==> config.mk <==
export PLATFORM = sky130hd
export DESIGN_NAME = regfile_xfer_ctrl
export DESIGN_NICKNAME = d
export VERILOG_FILES = /design/src/rtl/rfx_pkg.sv /design/src/rtl/regfile_xfer_fill_cnt.sv /design/src/rtl/regfile_xfer_ctrl.sv
export SDC_FILE = /design/constraint.sdc
export NUM_CORES = 1
export LEC_CHECK = 0
export CORE_MARGIN = 3
export CORE_UTILIZATION = 47
export DETAILED_ROUTE_END_ITERATION = 12
export PLACE_DENSITY = 0.74
export SYNTH_ARGS = -nofsm -noshare
export SYNTH_HDL_FRONTEND = slang
export SYNTH_SLANG_ARGS = --single-unit
==> constraint.sdc <==
create_clock -name in_clk -period 1.9 [get_ports in_clk]
set_clock_uncertainty 0.05 [all_clocks]
set_input_delay 0.57 -clock in_clk [delete_from_list [all_inputs] [get_ports in_clk]]
set_output_delay 0.57 -clock in_clk [all_outputs]
set_load 0.02 [all_outputs]
==> src/rtl/rfx_pkg.sv <==
// rfx_pkg: op encodings, FSM states and default widths shared by regfile_xfer_ctrl
package rfx_pkg;
  localparam int RFX_DATA_W = 32;
  localparam int RFX_ADDR_W = 4;
  localparam logic [1:0] RFX_OP_MOVE  = 2'b00;
  localparam logic [1:0] RFX_OP_SWAP  = 2'b01;
  localparam logic [1:0] RFX_OP_LOADI = 2'b10;
  localparam logic [1:0] RFX_OP_FILL  = 2'b11;
  typedef enum logic [2:0] {IDLE, RD0, RD1, WR0, WR1, FILLW} rfx_state_e;
endpackage

==> src/rtl/regfile_xfer_fill_cnt.sv <==
// regfile_xfer_fill_cnt: loadable wrap-around fill address counter with a last-address flag
module regfile_xfer_fill_cnt #(
  parameter int ADDR_W = 4
) (
  input  logic              clk,
  input  logic              rst_n,
  input  logic              load,
  input  logic              en,
  input  logic [ADDR_W-1:0] load_val,
  input  logic [ADDR_W-1:0] last_val,
  output logic [ADDR_W-1:0] cnt,
  output logic              last
);
  always_ff @(posedge clk or negedge rst_n)
    if (!rst_n) cnt <= '0;
    else if (load) cnt <= load_val;
    else if (en) cnt <= cnt + 1'b1;
  assign last = cnt == last_val;
endmodule

==> src/rtl/regfile_xfer_ctrl.sv <==
// regfile_xfer_ctrl: sequences MOVE/SWAP/LOADI/FILL commands onto the register file A/C ports
// Define RFX_R0_PROTECT_EN to make r0 read-only and flag MOVE/SWAP/LOADI attempts on it via out_err
module regfile_xfer_ctrl
  import rfx_pkg::*;
#(
  parameter int DATA_W = RFX_DATA_W,
  parameter int ADDR_W = RFX_ADDR_W
) (
  input  logic              in_clk,
  input  logic              in_clr_n,
  input  logic              in_cmd_valid,
  output logic              out_cmd_ready,
  input  logic [1:0]        in_cmd_op,
  input  logic [ADDR_W-1:0] in_cmd_ra,
  input  logic [ADDR_W-1:0] in_cmd_rb,
  input  logic [DATA_W-1:0] in_cmd_imm,
  output logic              out_busy,
  output logic              out_done,
  output logic              out_err,
  output logic [ADDR_W-1:0] out_rf_Aselect,
  input  logic [DATA_W-1:0] in_rf_Adata,
  output logic [ADDR_W-1:0] out_rf_Cselect,
  output logic [DATA_W-1:0] out_rf_Cdata,
  output logic              out_rf_write
);
  rfx_state_e state, nxt;
  logic [1:0] op;
  logic [ADDR_W-1:0] ra, rb, cnt;
  logic [DATA_W-1:0] imm, tmp0, tmp1;
  logic accept, last, wr_cyc, done_d;
  assign out_cmd_ready = state == IDLE;
  assign out_busy = !out_cmd_ready;
  assign accept = in_cmd_valid && out_cmd_ready;
  always_ff @(posedge in_clk or negedge in_clr_n)
    if (!in_clr_n) state <= IDLE;
    else state <= nxt;
  always_comb begin
    nxt = state;
    case (state)
      IDLE: if (in_cmd_valid) nxt = in_cmd_op == RFX_OP_LOADI ? WR0 : in_cmd_op == RFX_OP_FILL ? FILLW : RD0;
      RD0: nxt = op == RFX_OP_SWAP ? RD1 : WR0;
      RD1: nxt = WR0;
      WR0: nxt = op == RFX_OP_SWAP ? WR1 : IDLE;
      WR1: nxt = IDLE;
      FILLW: nxt = last ? IDLE : FILLW;
      default: nxt = IDLE;
    endcase
  end
  // SWAP writes ra first (from tmp1), then rb (from tmp0)
  always_comb begin
    out_rf_Aselect = state == RD0 ? ra : state == RD1 ? rb : '0;
    out_rf_Cselect = state == WR0 ? (op == RFX_OP_MOVE ? rb : ra) : state == WR1 ? rb : state == FILLW ? cnt : '0;
    out_rf_Cdata = state == WR0 ? (op == RFX_OP_MOVE ? tmp0 : op == RFX_OP_SWAP ? tmp1 : imm) :
                   state == WR1 ? tmp0 : state == FILLW ? imm : '0;
    wr_cyc = state == WR0 || state == WR1 || state == FILLW;
    done_d = (state == WR0 && op != RFX_OP_SWAP) || state == WR1 || (state == FILLW && last);
  end
  always_ff @(posedge in_clk or negedge in_clr_n)
    if (!in_clr_n) begin
      op <= '0;
      ra <= '0;
      rb <= '0;
      imm <= '0;
      tmp0 <= '0;
      tmp1 <= '0;
      out_done <= 1'b0;
    end else begin
      if (accept) begin
        op <= in_cmd_op;
        ra <= in_cmd_ra;
        rb <= in_cmd_rb;
        imm <= in_cmd_imm;
      end
      if (state == RD0) tmp0 <= in_rf_Adata;
      if (state == RD1) tmp1 <= in_rf_Adata;
      out_done <= done_d;
    end
  regfile_xfer_fill_cnt #(.ADDR_W(ADDR_W)) u_cnt (
    .clk(in_clk),
    .rst_n(in_clr_n),
    .load(accept),
    .en(state == FILLW),
    .load_val(in_cmd_ra),
    .last_val(rb),
    .cnt(cnt),
    .last(last)
  );
`ifdef RFX_R0_PROTECT_EN
  logic err_d;
  assign err_d = done_d && (op == RFX_OP_MOVE ? rb == '0 : op == RFX_OP_SWAP ? (ra == '0 || rb == '0) :
                            op == RFX_OP_LOADI ? ra == '0 : 1'b0);
  assign out_rf_write = wr_cyc && |out_rf_Cselect;
  always_ff @(posedge in_clk or negedge in_clr_n)
    if (!in_clr_n) out_err <= 1'b0;
    else out_err <= err_d;
`else
  assign out_rf_write = wr_cyc;
  assign out_err = 1'b0;
`endif
endmodule

Word level (Yosys, flattened, before mapping)
Index checks and enable logic that the tools add are counted.
W data, S select, Z words.
{"block": "totals", "ram_bits": 0, "mem_count": 0, "latchBits": 0, "romBits": 0, "wordCells": 52, "reg_bits": 114}
{"block": "classes", "addsub": 1, "n_eq_ne": 11, "magnitude_cmp": 0, "n_mul": 0, "bitwise": 0, "div": 0, "shift": 0, "n_mux": 20, "reduce_logical": 11}
{"cell": "$mux W32", "n": 5}
{"cell": "$mux W4", "n": 8}
{"cell": "$mux W3", "n": 5}
{"cell": "$pmux W3 S5", "n": 1}
{"cell": "$eq A3 B2 Y1 const B", "n": 2}
{"cell": "$eq A3 B3 Y1 const B", "n": 2}
{"cell": "$add A4 B1 Y4 const B", "n": 1}
{"cell": "$eq A2 B2 Y1 const B", "n": 2}
{"cell": "$eq A4 B4 Y1", "n": 1}
{"cell": "$logic_or A1 B1 Y1", "n": 4}
{"cell": "$eq A3 B1 Y1 const B", "n": 1}
{"cell": "$logic_and A1 B1 Y1", "n": 3}
{"cell": "$logic_not A3 Y1", "n": 1}
{"cell": "$eq A2 B1 Y1 const B", "n": 1}
{"cell": "$logic_not A2 Y1", "n": 1}
{"cell": "$ne A2 B1 Y1 const B", "n": 1}
{"cell": "$ne A2 B2 Y1 const B", "n": 1}
{"cell": "$reduce_bool A2 Y1", "n": 1}
{"cell": "$logic_not A1 Y1", "n": 1}
{"cell": "$mux W1", "n": 1}

Logic depth before layout (Yosys ltp)
Gate-level depths: netlist of run 1.
{"block": "depth", "word_depth": 5, "depth_mapped": 5, "mapped_depth_nobuf": 4}

By module
A second synthesis of run 1 with hierarchy kept.
{"block": "unflattened", "cells_unflattened": 475, "area_unflattened_um2": 5970.7}
{"module": "regfile_xfer_ctrl", "area_per_inst_um2": 5726.7, "seq_area_each_um2": 2752.6, "cells_per_inst": 452, "n_inst": 1}
{"module": "regfile_xfer_fill_cnt", "area_per_inst_um2": 244.0, "seq_area_each_um2": 100.1, "cells_per_inst": 23, "n_inst": 1}

Worst setup path before layout of run 1
OpenSTA, ideal clock, no wires.
{"block": "synth_timing", "path_type": "register -> output", "from": "register state[2]", "to": "output port out_rf_Cdata[22]", "path_stages_with_launch": 6, "arrival_ps": 1444, "path_slack_ps": -164, "cell_sequence": "dfrtp_1 > buf_2 > nand3b_1 > buf_2 > buf_2 > o22ai_1"}
{"block": "synth_via", "elab_chain_len": 4, "word_cells_on_any_way": 6}
{"element": "from (decl)", "line_no": "regfile_xfer_ctrl.sv:26", "text": "rfx_state_e state, nxt;"}
{"element": "from (signal assigned)", "line_no": "regfile_xfer_ctrl.sv:36", "text": "else state <= nxt;"}
{"element": "$eq A3 B3 Y1", "line_no": "regfile_xfer_ctrl.sv:54", "text": "state == WR1 ? tmp0 : state == FILLW ? imm : '0;"}
{"element": "$mux W32 (2 in a row)", "line_no": "regfile_xfer_ctrl.sv:54"}
{"element": "$mux W32 *", "line_no": "regfile_xfer_ctrl.sv:53", "text": "out_rf_Cdata = state == WR0 ? (op == RFX_OP_MOVE ? tmp0 : op == RFX_OP_SWAP ? tmp1 : imm) :"}
{"element": "to (decl)", "line_no": "regfile_xfer_ctrl.sv:23", "text": "output logic [DATA_W-1:0] out_rf_Cdata,"}
Mark *: on every way between the ends. The rest lies on a longest branch, timed or not.

Final worst setup path of run 1
{"block": "layout_timing", "from": "register op[0]", "to": "output port out_rf_Cselect[2]"}
{"block": "layout_via", "elab_chain_len": 3}
{"element": "from (decl)", "line_no": "regfile_xfer_ctrl.sv:27", "text": "logic [1:0] op;"}
{"element": "from (signal assigned)", "line_no": "regfile_xfer_ctrl.sv:69", "text": "op <= in_cmd_op;"}
{"element": "$logic_not A2 Y1", "line_no": "regfile_xfer_ctrl.sv:52", "text": "out_rf_Cselect = state == WR0 ? (op == RFX_OP_MOVE ? rb : ra) : state == WR1 ? rb : state == FILLW ? cnt : '0;"}
{"element": "$mux W4 (2 in a row)", "line_no": "regfile_xfer_ctrl.sv:52"}
{"element": "to (decl)", "line_no": "regfile_xfer_ctrl.sv:22", "text": "output logic [ADDR_W-1:0] out_rf_Cselect,"}
Every way passes these cells.

==> results of run 1 <==
-- cell families (layout without fill, tap and decap cells) --
group / Yosys count / after routing / share of synthesized area (%)
fa+ha+maj: 1 / 1 / 0.210
simple gates: 143 / 143 / 10.1
xor+xnor: 6 / 6 / 0.883
flops: 114 / 114 / 47.9
mux: 169 / 169 / 30.4
compound gates: 54 / 54 / 6.05
buf+inv: 44 / 267 / 4.39
other cells: 1 / 1 / 0.0630
-- repair_timing --
action                                  CTS  global route
pin swaps                                15            10
hold buffers                              0             0
gates cloned                              3             2
resized for setup                       305            56
endpoints found under the setup margin   86            98
setup buffers                            16             9
-- state kept, by name, summed over array words and instances (netlist names) --
name       flops
u_cnt.cnt      4
tmp1          32
imm           32
state          3
rb             4
tmp0          32
ra             4
out_done       1
op             2
-- power breakdown --
part	leakage [uW]	switching (uW)	total (uW)	internal (uW)
Sequential	0.00137	1050	4720	3670
Combinational	0.00266	5790	12600	6820
Clock	0.000284	1090	3090	2000
-- worst paths after layout --
path	to	slack [ns]	depth (start not counted)	from
max in group asynchronous	tmp0[16]	1.17	2	in_clr_n
hold reg to reg	tmp1[13]	0.46	1	tmp1[13]
setup reg to reg	ra[2]	0	6	state[1]
min in group in_clk	tmp1[13]	0.46	1	tmp1[13]
hold / removal	tmp1[10]	0.1	2	in_clr_n
setup / recovery	out_rf_Cselect[2]	-0.66	7	op[0]
-- final cells by class --
type / count / area (um^2) / share of cell area [%]
Multi-Input combinational cell: 374 / 3590 / 37.5
Clock buffer: 28 / 527 / 5.51
Sequential cell: 114 / 2860 / 29.9
Timing Repair Buffer: 231 / 2320 / 24.3
Inverter: 4 / 15.0 / 0.157
Clock inverter: 4 / 45.0 / 0.471
Tap cell: 168 / 210 / 2.20
-- metrics by stage --
stage          utilization, %  setup TNS [ns]  cell area, um^2
3_3_place_gp             67.4          -36.88             8230
5_1_grt                  78.3          -25.43             9560
2_1_floorplan               -          -0.839             6310
4_1_cts                  76.1          -23.37             9290
3_5_place_dp             67.4          -38.84             8230
6_report                 78.3          -22.64             9560
-- metal layers --
layer / up-vias / part of all wire, %
li1: 2309 / -
met1: 2618 / 42
met2: 205 / 50
met3: 41 / 5.5
met4: 0 / 2.4
met5: - / 0
-- cells in the final DEF (no fill, tap or decap), types with 19 or more instances in the layout --
cell type        synthesis  routed
dfrtp_1                114     111
buf_6                    4      52
o22ai_4                  0      19
clkbuf_16                0      19
mux2_4                   0      27
buf_4                   11      83
mux2_2                  96      69
mux2i_1                 73      44
nand2_1                126     125
clkdlybuf4s50_1          0      75
==> out/qor.log, run 1 <==
[status] result of the run finished, violations left
[status] failing checks setup timing
[yosys] most frequent cell after synthesis nand2_1
[detailed_routing] post-route ant nets 0
[place] Port-buffer cells 120
[worst_setup_path] Worst Setup End Kind output port
[grt] global-route met1 utilization 34.4%
[pwr] overall power consumption 20400 uW
[cts] CTS Buf Count 17
[pwr] VDD IR-drop max 1320 uV
[worst_setup_path] number of buffer and inverter stages on the critical path 4
[yosys] number of nets in the synthesized netlist 610
[run] number of max-cap violations 0
[floorplanning] area of the core region 12200 um^2
[place] weighted congestion reported at the end of routability-driven placement 0.836
[grt] largest net degree at the start of global routing 70
[timing] total setup violations reported at the end of the flow 44
[worst_setup_path] worst setup path category reg2out
[cts] Num Clock Sinks 114
[timing] relative max-transition margin 60.9%
[yosys] sequential fraction of the synthesis area 47.9%
[grt] global-route wire length before repair 30000 um
[cts] CTS tree built
[worst_setup_path] CP arrival 1.94 ns
[detailed_routing] vias per std cell 5.60
[yosys] most numerous cell types in the synthesized netlist nand2_1, dfrtp_1, mux2_2, mux2i_1, o22ai_1
[timing] RSZ-0062 raised after global routing true
[grt] number of antenna violations at the first check in global routing 0
[place] HPWL after detailed placement 11500 um
[grt] global-route usage over all layers 27.4%
[pwr] LEAKAGE 0.00431 uW
[final_layout] synthesis-to-finish area growth 60.6%
[floorplanning] floorplan die width 119 um
[worst_setup_path] biggest cell delay along the critical path 0.46 ns
[timing] final setup margin -0.657 ns
[yosys] register bit count reported by yosys 114
[floorplanning] std cell rows 40
[final_layout] nets 820
[worst_setup_path] highest-delay cell along the critical path dfrtp_2
[timing] transition time of the tightest slew-check pin 0.586 ns
[detailed_routing] average routed wire per standard cell 21.3 um
[detailed_routing] aggregate routed wire length 19600 um
[final_layout] antenna diode instance count 0
[cts] worst-case clock buffer depth 2
[final_layout] fraction of layout instances using a drive strength above 1 46.4%
[floorplanning] die boundary height 119 um
[cts] insertion delay to the later sink of the worst-skew pair 0.41 ns
[floorplanning] floorplan die area 14100 um^2
[timing] final-report max-slew violation count 0
[final_layout] Filler Cell Count 747
[worst_setup_path] Critical Path, Cell by Cell buf_12 > buf_12 > nor2_4 > buf_6 > mux2i_1 > o22ai_2 > buf_6
[grt] sum of overflow across all layers after global routing 0
[worst_setup_path] critical path required time 1.28 ns
[yosys] fraction of registers with async set/reset 100%
[worst_setup_path] kind of start point of the critical path flop
[yosys] post-synth top area cell dfrtp_1
[yosys] Yosys top cell area share 47.9%
[cts] cell at the root of the clock tree clkbuf_16
[place] number of placed cells counting well taps 867
[cts] clock transition at the registers of the reported paths 0.05 ns
[yosys] number of instances in the synthesized netlist 532
[detailed_routing] DRT iter0 DRCs 425
[grt] met3 usage in global routing 6.36%
[detailed_routing] count of vias placed by the detailed router 5173
[yosys] count of flip-flops with a built-in enable after synthesis 0
[yosys] Yosys Warn Count 0
[worst_setup_path] highest net fanout along the worst path 7
[final_layout] number of cells in the finished layout apart from fillers 923
[detailed_routing] drt drc 0
[floorplanning] I/O pin count 122
[grt] met2 track utilization from global routing 45.9%
[detailed_routing] TritonRoute pass-1 iters 5
[grt] via count of the first global-routing pass 5625
[timing] Achievable Freq 391 MHz
[timing] worst-case hold slack 0.0954 ns
[grt] Most Used Layer, Global Route met2
[timing] post-route clock period utilization 135%
[timing] final count of hold timing violations 0
[min_path] type of the most critical hold path in2async
[timing] min Tclk post-route 2.56 ns
[yosys] distinct cell type count of the synthesized netlist 35
[yosys] area of the mapped netlist 5950 um^2
[worst_setup_path] critical path's top delay family buffers and inverters
[yosys] Avg Cell Area, Syn 11.2 um^2
[floorplanning] effective utilization at floorplan 48.8%
[place] Post-Place Worst Slack -0.567 ns
[yosys] leading register cell type out of synthesis dfrtp_1
[pwr] power density relative to cell area 2140 nW/um^2
[yosys] most area-consuming cells after synthesis dfrtp_1, mux2_2, mux2i_1
[cts] number of levels in the clock H-tree 4
Power figures use the tool's default switching activity.
==> inputs of run 2 (changes only) <==
CORE_UTILIZATION = 45   (was 47)
PLACE_DENSITY = 0.71   (was 0.74)
==> out/qor.log, run 2 (same netlist as run 1, synthesis figures left out) <==
[grt] met2 track utilization from global routing 44.5%
[grt] global-route met1 utilization 30.1%
[pwr] internal power 12600 uW
[place] number of placed cells counting well taps 874
[detailed_routing] post-route ant nets 0
[worst_setup_path] worst setup path category reg2out
[final_layout] multi-input logic area 3780 um^2
[floorplanning] area of the core region 12800 um^2
[floorplanning] std cell rows 41
[pwr] power share of the sequential group 23.1%
[cts] worst-case clock buffer depth 2
[grt] sum of overflow across all layers after global routing 0
[detailed_routing] TritonRoute pass-1 iters 5
[floorplanning] I/O pin count 122
[timing] final setup margin -0.594 ns
[place] HPWL after detailed placement 11800 um
[final_layout] most common library cell in the layout ignoring fill and taps dfrtp_1
[worst_setup_path] biggest cell delay along the critical path 0.38 ns
[place] weighted congestion reported at the end of routability-driven placement 0.852
[cts] number of levels in the clock H-tree 4
[worst_setup_path] Worst Setup End Kind output port
[cts] clock transition at the registers of the reported paths 0.05 ns
[floorplanning] floorplan die area 14600 um^2
[detailed_routing] DRT iter0 DRCs 354
[pwr] LEAKAGE 0.00438 uW
[worst_setup_path] Critical Path, Cell by Cell buf_12 > buf_12 > mux2_2 > mux2i_1 > o22ai_2 > buf_6
[final_layout] number of cells in the finished layout apart from fillers 928
[timing] final-report max-slew violation count 0
[timing] RSZ-0062 raised after global routing true
[cts] CTS Buf Count 17
[grt] met3 usage in global routing 6.20%
[cts] CTS tree built
[pwr] power density relative to cell area 2090 nW/um^2
[final_layout] post-route standard cell area excluding fillers 9870 um^2
[grt] via count of the first global-routing pass 5579
[final_layout] most frequent cells in the layout dfrtp_1, buf_4, clkdlybuf4s50_1
[min_path] type of the most critical hold path in2async
[detailed_routing] vias per std cell 5.52
[pwr] VDD IR-drop max 1100 uV
[worst_setup_path] critical path required time 1.28 ns
[status] result of the run finished, violations left
[cts] insertion delay to the later sink of the worst-skew pair 0.41 ns
[grt] global-route usage over all layers 25.1%
[floorplanning] die boundary height 121 um
[final_layout] Filler Cell Count 772
[final_layout] largest registers imm: 32 flops, tmp0: 32 flops, tmp1: 32 flops
[worst_setup_path] worst-case register-to-register setup slack -0.13 ns
[grt] global-route wire length before repair 28500 um
[cts] cell at the root of the clock tree clkbuf_16
[grt] number of antenna violations at the first check in global routing 0
[grt] Most Used Layer, Global Route met2
[worst_setup_path] CP arrival 1.87 ns
[timing] post-route clock period utilization 131%
[detailed_routing] drt drc 0
[run] number of max-cap violations 0
[pwr] share of total power in the clock network 13.7%
[place] total cell area at the placement stage 8270 um^2
[worst_setup_path] kind of start point of the critical path flop
[final_layout] nets 822
[status] failing checks setup timing
[grt] largest net degree at the start of global routing 39
[timing] final count of hold timing violations 0
[place] Port-buffer cells 120
[floorplanning] floorplan die width 121 um
[timing] Achievable Freq 401 MHz
[pwr] switching share of total power 39.0%
[cts] Num Clock Sinks 114
[worst_setup_path] cell with the most instances on the worst path buf_12
[final_layout] fraction of layout instances using a drive strength above 1 53.4%
[cts] number of hold buffers added after cts 0
[detailed_routing] aggregate routed wire length 19200 um
[worst_setup_path] highest-delay cell along the critical path dfrtp_2
[timing] min Tclk post-route 2.49 ns
[final_layout] antenna diode instance count 0
[final_layout] synthesis-to-finish area growth 65.8%
[timing] sum of negative setup slack -27.14 ns
[detailed_routing] count of vias placed by the detailed router 5127
[pwr] combinational share of power 63.1%
[final_layout] area used by sequential logic in the layout 2860 um^2
[pwr] switching component of the power 8050 uW
[place] Post-Place Worst Slack -0.627 ns
[floorplanning] effective utilization at floorplan 46.6%
[worst_setup_path] highest net fanout along the worst path 6
[timing] total setup violations reported at the end of the flow 85
[detailed_routing] average routed wire per standard cell 20.6 um
==> run 2: cell types whose count changed in the layout (fill, tap and decap cells not counted), moves of 5 or more <==
cell | previous run | this run
buf_4 | 83 | 77
o22ai_1 | 13 | 8
nand2_4 | 1 | 15
nand2_2 | 0 | 41
nand2_1 | 125 | 70
buf_12 | 12 | 17
==> run 2: through the flow <==
stage                     total power (uW)  hold WS [ns]  utilization [%]
after CTS                            19300        0.0668             73.5
after global routing                 21700        0.0666             77.3
after global placement               14500         0.429             64.7
after detailed placement             14700         0.440             64.7
final                                20600        0.0597             77.3
after floorplan                      11000         0.224                -
==> run 2: per-layer routing <==
layer | wire [um] | vias to the layer above
met4 | 444 | 0
met2 | 9990 | 155
met1 | 7850 | 2618
li1 | - | 2313
met3 | 877 | 41
met5 | 0 | -
==> run 2: critical path, delay by kind of cell (launching register included) <==
kind	cells	cell delay, ns
DFF	1	0.38
muxes	2	0.54
AOI/OAI and AO/OA	1	0.13
buffers and inverters	3	0.40
==> run 2: final cells by class <==
class | instances | area share (%)
Multi-Input combinational cell | 374 | 38.3
Inverter | 4 | 0.152
Clock inverter | 6 | 0.304
Timing Repair Buffer | 233 | 25.1
Tap cell | 172 | 2.18
Clock buffer | 25 | 5.02
Sequential cell | 114 | 28.9
==> run 2: path summary, 6_finish.rpt <==
path	start	endpoint	cells past startpoint
max	op[0]	out_rf_Cdata[31]	6
min	in_clr_n	tmp1[9]	1
max reg2reg	state[0]	ra[0]	7
min reg2reg	tmp1[6]	tmp1[6]	1
max in group asynchronous	in_clr_n	tmp0[27]	2
min in group in_clk	tmp1[6]	tmp1[6]	1
==> run 2: power by group through the flow <==
stage	logic [uW]	clock network [uW]	registers [uW]
floorplan	6730	0	4300
global placement	10000	0	4450
detailed placement	10200	0	4530
CTS	11900	2860	4570
global route	13700	3010	4930
finish	13000	2840	4770
==> run 2: what timing repair did <==
| action | 4_1_cts | 5_1_grt |
|---|---|---|
| setup buffers | 15 | 6 |
| gates cloned | 4 | 4 |
| hold endpoints to repair | 0 | 0 |
| pin swaps | 16 | 72 |
| gates resized for setup | 316 | 129 |
| setup endpoints to repair | 86 | 130 |
==> inputs of run 3 (changes only) <==
--- a/config.mk
+++ b/config.mk
@@ -9,5 +9,5 @@
 export CORE_UTILIZATION = 45
 export DETAILED_ROUTE_END_ITERATION = 12
-export PLACE_DENSITY = 0.71
+export PLACE_DENSITY = 0.68
 export SYNTH_ARGS = -nofsm -noshare
 export SYNTH_HDL_FRONTEND = slang
==> constraint.sdc (replaced) <==
create_clock -name in_clk -period 2.35 [get_ports in_clk]
set_clock_uncertainty 0.05 [all_clocks]
set_input_delay 0.705 -clock in_clk [delete_from_list [all_inputs] [get_ports in_clk]]
set_output_delay 0.705 -clock in_clk [all_outputs]
set_load 0.005 [all_outputs]
==> out/qor.log, run 3 (same netlist as run 1, synthesis figures left out) <==
[timing] relative max-transition margin 63.9%
[floorplanning] I/O pin count 122
[cts] Num Clock Sinks 114
[worst_setup_path] reg2reg path depth 7
[timing] transition time of the tightest slew-check pin 0.536 ns
[detailed_routing] DRT iter0 DRCs 398
[final_layout] antenna diode instance count 0
[timing] final setup margin -0.307 ns
[timing] sum of negative setup slack -8.39 ns
[min_path] type of the most critical hold path in2async
[timing] min Tclk post-route 2.66 ns
[grt] number of antenna violations at the first check in global routing 0
[worst_setup_path] worst reg2reg path endpoint u_cnt.cnt[3]
[pwr] LEAKAGE 0.00403 uW
[worst_setup_path] critical path required time 1.59 ns
[timing] RSZ-0062 raised after global routing true
[final_layout] Filler Cell Count 967
[cts] worst-case clock buffer depth 2
[worst_setup_path] worst setup path category reg2out
[floorplanning] floorplan die area 14600 um^2
[pwr] power density relative to cell area 1580 nW/um^2
[cts] number of levels in the clock H-tree 4
[worst_setup_path] Worst Setup End Kind output port
[detailed_routing] average routed wire per standard cell 20.1 um
[worst_setup_path] start point of the critical path op[0]
[floorplanning] effective utilization at floorplan 46.6%
[floorplanning] std cell rows 41
[detailed_routing] TritonRoute pass-1 iters 6
[place] number of placed cells counting well taps 821
[timing] final-report max-slew violation count 0
[detailed_routing] vias per std cell 5.58
[cts] clock transition at the registers of the reported paths 0.05 ns
[grt] via count of the first global-routing pass 5402
[detailed_routing] count of vias placed by the detailed router 4981
[cts] CTS Buf Count 17
[floorplanning] floorplan die width 121 um
[timing] final count of hold timing violations 0
[timing] Achievable Freq 376 MHz
[detailed_routing] post-route ant nets 0
[cts] CTS tree built
[worst_setup_path] CP arrival 1.90 ns
[cts] number of hold buffers added after cts 0
[worst_setup_path] kind of start point of the critical path flop
[status] failing checks setup timing
[final_layout] synthesis-to-finish area growth 43.0%
[final_layout] nets 786
[final_layout] number of cells in the finished layout apart from fillers 893
[final_layout] most frequent cells in the layout nand2_1, dfrtp_1, mux2_2
[run] number of max-cap violations 0
[grt] global-route usage over all layers 25.3%
[final_layout] most common library cell in the layout ignoring fill and taps nand2_1
[place] weighted congestion reported at the end of routability-driven placement 0.793
[final_layout] fraction of layout instances using a drive strength above 1 36.6%
[cts] insertion delay to the later sink of the worst-skew pair 0.42 ns
[final_layout] largest registers imm: 32 flops, tmp0: 32 flops, tmp1: 32 flops
[grt] global-route wire length before repair 28500 um
[place] Port-buffer cells 120
[timing] post-route clock period utilization 113%
[grt] sum of overflow across all layers after global routing 0
[status] result of the run finished, violations left
[worst_setup_path] beginning of the worst register-to-register path state[1]
[detailed_routing] aggregate routed wire length 17900 um
[floorplanning] area of the core region 12800 um^2
[place] HPWL after detailed placement 10900 um
[grt] largest net degree at the start of global routing 47
[worst_setup_path] worst-case register-to-register setup slack 0.24 ns
[pwr] VDD IR-drop max 833 uV
[timing] total setup violations reported at the end of the flow 41
[floorplanning] die boundary height 121 um
[worst_setup_path] highest net fanout along the worst path 5
[cts] cell at the root of the clock tree clkbuf_16
[detailed_routing] drt drc 0
run 3: changes by cell type in the layout (fill, tap and decap cells not counted), moves of 23 or more:
cell / previous run / this run
mux2i_1: 48 / 71
buf_6: 50 / 22
o22ai_1: 8 / 36
nand2_2: 41 / 0
buf_2: 2 / 43
nand2_1: 70 / 125
buf_4: 77 / 39
run 3: cell type report:
type | count | area, um^2 | share of cell area [%]
Multi-Input combinational cell | 374 | 2960 | 34.8
Inverter | 4 | 15.0 | 0.176
Tap cell | 172 | 215 | 2.53
Timing Repair Buffer | 197 | 1880 | 22.1
Clock inverter | 4 | 45.0 | 0.529
Sequential cell | 114 | 2860 | 33.6
Clock buffer | 28 | 537 | 6.31
run 3: worst max path at each step:
stage | end | slack [ns] | depth (start not counted)
final | out_rf_Cdata[1] | -0.31 | 7
after floorplan | out_rf_Cselect[0] | 0.34 | 5
after global placement | u_cnt.cnt[3] | -0.1 | 5
after CTS | out_rf_Cdata[1] | -0.30 | 7
after detailed placement | u_cnt.cnt[3] | -0.09 | 5
after global routing | out_rf_Cdata[2] | -0.39 | 6
run 3: layer usage:
metal / share of wire (%) / track usage (%) / vias to the layer above
li1: - / - / 2225
met1: 43 / 33.3 / 2536
met2: 49 / 40.1 / 199
met3: 7.3 / 7.27 / 21
met4: 1.3 / 9.14 / 0
met5: 0 / 0 / -
run 3: stage by stage:
stage               util, %  hold WS [ns]  instance area, um^2  setup slack, ns  total power [uW]
floorplan                 -         0.359                 5950            0.344              7530
global placement       58.8         0.430                 7520          -0.0969              9690
detailed placement     58.8         0.441                 7520          -0.0922              9890
CTS                    65.9         0.194                 8420           -0.305             13100
global route           66.6         0.214                 8510           -0.389             14200
finish                 66.6         0.198                 8510           -0.307             13400
run 3: repair_timing:
action	in CTS	in global routing
pin swaps	34	29
cloned	6	1
setup endpoints to repair	43	43
gates resized for setup	210	18
buffers inserted	29	5
run 3: power breakdown:
group / internal, uW / switching [uW] / leakage [uW] / total (uW)
registers: 2970 / 803 / 0.00137 / 3780
clock network: 1650 / 875 / 0.000290 / 2520
logic: 4020 / 3110 / 0.00237 / 7130
run 3: critical path, cell delays in order, from the launching register on:
cell and delay [ns]:
dfrtp_2 0.43, buf_6 0.13, buf_6 0.13, buf_16 0.14, mux2_4 0.30, mux2i_1 0.12
o22ai_1 0.11, buf_2 0.13
